--- src/rtl/sram_pkg.sv ---
// Shared types and sizes for the SRAM arbiter and its bank decoder.
package sram_pkg;

    localparam int BANKS   = 4;
    localparam int ADDR_W  = 21;
    localparam int WADDR_W = 19;

    typedef enum logic [2:0] {
        ST_IDLE,
        ST_RD,
        ST_WR_SETUP,
        ST_WR_PULSE,
        ST_WR_HOLD,
        ST_DONE
    } state_t;

    typedef enum logic {
        OWN_VID = 1'b0,
        OWN_CPU = 1'b1
    } owner_t;

endpackage

--- src/rtl/sram_bank_decode.sv ---
// Bank chip-enable decode and byte-lane selection from the top two address bits.
module sram_bank_decode
    import sram_pkg::*;
(
    input  logic [1:0]       i_bank,
    output logic [BANKS-1:0] o_ceN,
    output logic             o_laneHigh,
    output logic [1:0]       o_dqOeMask
);

    // One active-low enable per bank; odd banks use the high byte lane
    always_comb begin
        o_ceN         = '1;
        o_ceN[i_bank] = 1'b0;
        o_laneHigh    = i_bank[0];
        o_dqOeMask    = i_bank[0] ? 2'b10 : 2'b01;
    end

endmodule

--- src/rtl/sram_arbiter.sv ---
// Two-port arbiter (video read-only, CPU read/write) sequencing a 4-bank byte-wide SRAM.
module sram_arbiter
    import sram_pkg::*;
#(
    parameter int RD_WAIT  = 2,
    parameter int WR_PULSE = 2
) (
    input  logic               clk_100,
    input  logic               reset_n,
    input  logic               vid_req,
    input  logic [ADDR_W-1:0]  vid_addr,
    output logic               vid_ack,
    output logic [7:0]         vid_rdata,
    input  logic               cpu_req,
    input  logic               cpu_we,
    input  logic [ADDR_W-1:0]  cpu_addr,
    input  logic [7:0]         cpu_wdata,
    output logic               cpu_ack,
    output logic [7:0]         cpu_rdata,
    output logic [WADDR_W-1:0] sram_a,
    output logic [15:0]        sram_dq_out,
    output logic [1:0]         sram_dq_oe,
    input  logic [15:0]        sram_dq_in,
    output logic [BANKS-1:0]   sram_ce_n,
    output logic               sram_oe_n,
    output logic               sram_we_n,
    output logic               busy
);

    state_t              r_state, w_stateNext;
    owner_t              r_owner, w_ownerNext;
    owner_t              r_rrLast, w_rrLastNext;
    logic [3:0]          r_cnt, w_cntNext;
    logic                r_lane, w_laneNext;
    logic [WADDR_W-1:0]  r_sramA, w_sramANext;
    logic [15:0]         r_dqOut, w_dqOutNext;
    logic [1:0]          r_dqOe, w_dqOeNext;
    logic [BANKS-1:0]    r_ceN, w_ceNNext;
    logic                r_oeN, w_oeNNext;
    logic                r_weN, w_weNNext;
    logic                r_vidAck, w_vidAckNext;
    logic                r_cpuAck, w_cpuAckNext;
    logic [7:0]          r_vidRdata, w_vidRdataNext;
    logic [7:0]          r_cpuRdata, w_cpuRdataNext;

    logic                w_grantValid;
    logic                w_grantCpu;
    logic [ADDR_W-1:0]   w_grantAddr;
    logic [BANKS-1:0]    w_decCeN;
    logic                w_decLane;
    logic [1:0]          w_decMask;
    logic [7:0]          w_rdByte;

    // A lone requester wins; on a tie the port that did not own the bus last time wins
    assign w_grantValid = vid_req | cpu_req;
    assign w_grantCpu   = cpu_req & (~vid_req | (r_rrLast == OWN_VID));
    assign w_grantAddr  = w_grantCpu ? cpu_addr : vid_addr;
    assign w_rdByte     = r_lane ? sram_dq_in[15:8] : sram_dq_in[7:0];

    sram_bank_decode u_decode (
        .i_bank     (w_grantAddr[ADDR_W-1 -: 2]),
        .o_ceN      (w_decCeN),
        .o_laneHigh (w_decLane),
        .o_dqOeMask (w_decMask)
    );

    // State register and every pin driver; reset releases the bus immediately
    always_ff @(posedge clk_100 or negedge reset_n) begin
        if (!reset_n) begin
            r_state    <= ST_IDLE;
            r_owner    <= OWN_VID;
            r_rrLast   <= OWN_CPU;
            r_cnt      <= '0;
            r_lane     <= 1'b0;
            r_sramA    <= '0;
            r_dqOut    <= '0;
            r_dqOe     <= '0;
            r_ceN      <= '1;
            r_oeN      <= 1'b1;
            r_weN      <= 1'b1;
            r_vidAck   <= 1'b0;
            r_cpuAck   <= 1'b0;
            r_vidRdata <= '0;
            r_cpuRdata <= '0;
        end else begin
            r_state    <= w_stateNext;
            r_owner    <= w_ownerNext;
            r_rrLast   <= w_rrLastNext;
            r_cnt      <= w_cntNext;
            r_lane     <= w_laneNext;
            r_sramA    <= w_sramANext;
            r_dqOut    <= w_dqOutNext;
            r_dqOe     <= w_dqOeNext;
            r_ceN      <= w_ceNNext;
            r_oeN      <= w_oeNNext;
            r_weN      <= w_weNNext;
            r_vidAck   <= w_vidAckNext;
            r_cpuAck   <= w_cpuAckNext;
            r_vidRdata <= w_vidRdataNext;
            r_cpuRdata <= w_cpuRdataNext;
        end
    end

    // Next-state and next pin values; each state's pin action lands at the edge leaving it
    always_comb begin
        w_stateNext    = r_state;
        w_ownerNext    = r_owner;
        w_rrLastNext   = r_rrLast;
        w_cntNext      = r_cnt;
        w_laneNext     = r_lane;
        w_sramANext    = r_sramA;
        w_dqOutNext    = r_dqOut;
        w_dqOeNext     = r_dqOe;
        w_ceNNext      = r_ceN;
        w_oeNNext      = r_oeN;
        w_weNNext      = r_weN;
        w_vidAckNext   = 1'b0;
        w_cpuAckNext   = 1'b0;
        w_vidRdataNext = r_vidRdata;
        w_cpuRdataNext = r_cpuRdata;

        case (r_state)
            ST_IDLE: begin
                if (w_grantValid) begin
                    w_ownerNext  = w_grantCpu ? OWN_CPU : OWN_VID;
                    w_rrLastNext = w_grantCpu ? OWN_CPU : OWN_VID;
                    w_laneNext   = w_decLane;
                    w_sramANext  = w_grantAddr[WADDR_W-1:0];
                    w_ceNNext    = w_decCeN;
                    if (w_grantCpu && cpu_we) begin
                        w_dqOeNext  = w_decMask;
                        w_dqOutNext = {cpu_wdata, cpu_wdata};
                        w_stateNext = ST_WR_SETUP;
                    end else begin
                        w_oeNNext   = 1'b0;
                        w_cntNext   = 4'(RD_WAIT - 1);
                        w_stateNext = ST_RD;
                    end
                end
            end
            ST_RD: begin
                if (r_cnt == 4'd0) begin
                    if (r_owner == OWN_CPU) begin
                        w_cpuRdataNext = w_rdByte;
                    end else begin
                        w_vidRdataNext = w_rdByte;
                    end
                    w_stateNext = ST_DONE;
                end else begin
                    w_cntNext = r_cnt - 4'd1;
                end
            end
            ST_WR_SETUP: begin
                w_cntNext   = 4'(WR_PULSE - 1);
                w_stateNext = ST_WR_PULSE;
            end
            ST_WR_PULSE: begin
                w_weNNext = 1'b0;
                if (r_cnt == 4'd0) begin
                    w_stateNext = ST_WR_HOLD;
                end else begin
                    w_cntNext = r_cnt - 4'd1;
                end
            end
            ST_WR_HOLD: begin
                w_weNNext   = 1'b1;
                w_stateNext = ST_DONE;
            end
            ST_DONE: begin
                w_vidAckNext = (r_owner == OWN_VID);
                w_cpuAckNext = (r_owner == OWN_CPU);
                w_ceNNext    = '1;
                w_oeNNext    = 1'b1;
                w_dqOeNext   = '0;
                w_stateNext  = ST_IDLE;
            end
            default: begin
                w_stateNext = ST_IDLE;
            end
        endcase
    end

    assign sram_a      = r_sramA;
    assign sram_dq_out = r_dqOut;
    assign sram_dq_oe  = r_dqOe;
    assign sram_ce_n   = r_ceN;
    assign sram_oe_n   = r_oeN;
    assign sram_we_n   = r_weN;
    assign vid_ack     = r_vidAck;
    assign cpu_ack     = r_cpuAck;
    assign vid_rdata   = r_vidRdata;
    assign cpu_rdata   = r_cpuRdata;
    assign busy        = (r_state != ST_IDLE);

endmodule

--- config.mk ---
export PLATFORM = sky130hd
export DESIGN_NAME = sram_arbiter
export DESIGN_NICKNAME = d
export VERILOG_FILES = /design/src/rtl/sram_pkg.sv /design/src/rtl/sram_bank_decode.sv /design/src/rtl/sram_arbiter.sv
export SDC_FILE = /design/constraint.sdc
export NUM_CORES = 1
export LEC_CHECK = 0
export BUFFER_PORTS_ARGS = -buffer_cell sky130_fd_sc_hd__buf_4
export CAP_MARGIN = 10
export CORE_MARGIN = 1
export CORE_UTILIZATION = 51
export DETAILED_ROUTE_END_ITERATION = 8
export PLACE_DENSITY = 0.9
export SYNTH_ARGS = -nofsm -noshare
export SYNTH_HDL_FRONTEND = slang
export SYNTH_HIERARCHICAL = 1
export SYNTH_SLANG_ARGS = --single-unit
--- constraint.sdc ---
create_clock -name clk_100 -period 3.2 [get_ports clk_100]
set_input_delay 0.64 -clock clk_100 [delete_from_list [all_inputs] [get_ports clk_100]]
set_output_delay 0.64 -clock clk_100 [all_outputs]
set_load 0.03 [all_outputs]
==> results.yml <==
synth:
  number_of_distinct_library_cell_variants_in_the_gate_level_netlist_after_synthesis: 37
  synth.most_common_cell: "dfrtp_1"
  post_synth_main_area_contributors: "dfrtp_1, mux2i_1, dfstp_2"
  ys_warn_count: 6
  synth_edf_count: 0
  syn-instance-count: 274
  synth_area_um2: 2980
  ys_ff_latch: 63
  synth-seq-area-share_pct: 53.2
  synth_top_area_share_pct: 47.0
  ys_dominant_reg_cell: "dfrtp_1"
  syn-num-nets: 346
  mean_post_synth_cell_area_um2: 10.9
  synth_largest_area_cell: "dfrtp_1"
  synth_cell_count_leaders: "dfrtp_1, nand2_1, mux2i_1"
  async_flop_share_pct: 100
routing:
  antenna_violating_nets_post_route: 0
  detailedRoute.firstPassIterationCount: 4
  first_iter_violations: 146
  vias_per_cell: 5.16
  detail_route.wirelength_um: 6600
  post_drt_wl_per_cell_um: 14.0
  drt_drc_violations_left: 0
  via_count: 2441
job:
  cap_viol_max_count: 0
critical_path:
  critPathRequiredTime_ns: 2.56
  r2r_end: "vid_rdata[2]"
  worstPathBufferInverterCount: 2
  kind_of_start_point_of_the_critical_path: "flop"
  peak_per_stage_delay_on_the_critical_path_ns: 0.60
  critPathMaxFanout: 16
  rr_startpoint: "r_cnt[0]"
  ff2ff_path_depth: 6
  crit_path_cell_trace: "nor3_4, inv_1, buf_4"
  worstPathArrival_ns: 1.60
  critPathSlowestCell: "dfrtp_1"
  cpLargestDelayFamily: "flip-flops"
  timing.reg2reg.setup_slack_ns: 1.34
  class_of_the_most_critical_setup_path: "reg2out"
  setup.worst_path.end_class: "primary output"
power:
  max-vdd-ir-drop_v: 0.000725
  seq_power_share_pct: 33.8
  pwr_density_cell_nw_per_um2: 1110
  combPwrFrac_pct: 51.6
  power_leakage_nw: 2.02
  clkPwrFrac_pct: 14.6
  swShare_pct: 44.7
  cell_internal_pwr_w: 0.00251
  netSwitchingPower_w: 0.00203
floorplanning:
  design.die.area_um2: 6160
  num_io_pins: 133
  initial_core_util_pct: 53.5
  placeableCoreArea_um2: 5570
  die_x_um: 78.5
  placement_rows: 27
  chipHeight_um: 78.5
placement:
  gpl.final_weighted_congestion: 0.749
  placement.io_buffers: 132
  estimated_wirelength_of_the_detail_placed_design_um: 4960
  place_ws_ns: 1.25
  number_of_cells_after_detailed_placement: 457
timing:
  fin_crit_ns: 2.24
  setup-tns-final_ns: 0
  slew_violations: 0
  whs_ns: 0.380
  hold_viol: 0
  fin_clk_skew_ns: 0.00867
  final_critical_path_setup_slack_ns: 0.958
  post-route-period-util_pct: 70.1
  finalSetupViolations: 0
  max_slew_margin_pct: 45.7
  worstMarginPinSlew_ns: 0.808
  fmax_ghz: 0.446
  grt_setup_unrepaired: "false"
cells_and_area:
  count_of_fill_cells_added_during_filler_insertion: 412
  fin_util_pct: 73.6
  final_nets: 468
  antenna_cells: 0
  areaGrowthSynthToFinish_pct: 37.6
  post_route_insts_no_fill: 473
  post_route_cells_drive_above_1_share_pct: 42.9
cts:
  clock_latency_reported_for_the_late_side_of_the_worst_skew_pair_ns: 0.33
  cts_hold_repair.buffers: 0
  cts.root.buffer_cell: "clkbuf_8"
  tritoncts: "built"
  clock-sinks: 63
  cts_inserted_buffers: 9
  cts-resized-gates: 0
  ctsHtreeMaxLevel: 3
  postCtsSetupBuffers: 0
  ctsLongestPathBuffers: 2
  clk_pin_slew_ns: 0.06
global_routing:
  via_count_of_the_first_global_routing_pass: 2476
  antenna_found_initial: 0
  grt_start_max_net_pins: 64
  groute.usage.overall_pct: 22.7
  globalRouteOverflowTotal: 0
  grt_first_pass_wirelength_um: 10800
min_path:
  holdCritPathClass: "in2async"
status:
  outcome: "finished, final reports clean"
==> placed cells by master, fill, tap and decap left out, types with 2 or more instances in the layout <==
master	n
clkbuf_8	10
clkbuf_1	5
mux2i_1	29
nor2_1	25
dfstp_2	7
mux2_2	11
nand3_1	4
o21ai_0	26
nand2_1	38
nor3_1	2
inv_1	8
a21oi_1	20
buf_4	134
nor4_4	2
nand2b_1	3
dfrtp_1	56
nor2b_1	2
==> sequential cells by signal, summed over array words and instances (netlist names) <==
name	cells
vid_ack	1
cpu_ack	1
r_lane	1
sram_we_n	1
sram_ce_n	4
cpu_rdata	8
sram_dq_oe	2
sram_dq_out	8
sram_a	19
r_rrLast	1
vid_rdata	8
r_state	3
sram_oe_n	1
r_owner	1
r_cnt	4
==> power by group through the flow <==
stage                     clock (W)  sequential [W]  combinational (W)
after global routing       0.000713         0.00159            0.00253
after floorplan                   0         0.00205            0.00110
after CTS                  0.000677         0.00154            0.00237
after global placement            0         0.00153            0.00230
after detailed placement          0         0.00155            0.00237
final                      0.000661         0.00154            0.00234
==> metrics by stage <==
stage / cell area, µm² / total power (W)
finish: 4100 / 0.00454
global route: 4100 / 0.00483
CTS: 4100 / 0.00459
detailed placement: 3920 / 0.00392
global placement: 3920 / 0.00382
floorplan: 2980 / 0.00315
==> worst max-delay path by stage <==
| stage | from | to | slack (ns) | depth (start not counted) |
|---|---|---|---|---|
| global route | r_state[2] | busy | 0.86 | 3 |
| finish | r_state[2] | busy | 0.96 | 3 |
| CTS | r_state[2] | busy | 0.93 | 3 |
| detailed placement | vid_req | sram_ce_n[0] | 1.25 | 6 |
| floorplan | cpu_req | sram_ce_n[0] | 1.39 | 6 |
| global placement | vid_req | sram_ce_n[0] | 1.28 | 6 |
==> cell type report <==
type                    instances  area, µm²  share of cell area (%)
flip-flops and latches         63       1590                    38.6
repair buffers                134       1010                    24.5
inverters                       8       30.0                   0.732
clock buffers                  15        156                    3.81
well taps                      72       90.1                    2.20
clock inverters                 1       30.0                   0.732
multi-input cells             180       1200                    29.4
==> logic make-up after synthesis <==
| kind of cell | Yosys count | share of synthesized area, % |
|---|---|---|
| AND/OR/NAND/NOR | 86 | 15.4 |
| flip-flops | 63 | 53.2 |
| AO/OA/AOI/OAI | 53 | 10.3 |
| multiplexers | 40 | 13.9 |
| buffers and inverters | 31 | 6.80 |
| adder cells (fa/ha/maj) | 1 | 0.420 |
==> routing by layer <==
metal | vias up | share of wire [%] | track usage, %
li1 | 1178 | - | -
met1 | 1150 | 39 | 26.3
met2 | 106 | 53 | 39.7
met3 | 7 | 6.6 | 5.23
met4 | 0 | 1.5 | 10.7
met5 | - | 0 | 0
(Power assumes the default switching activity.)
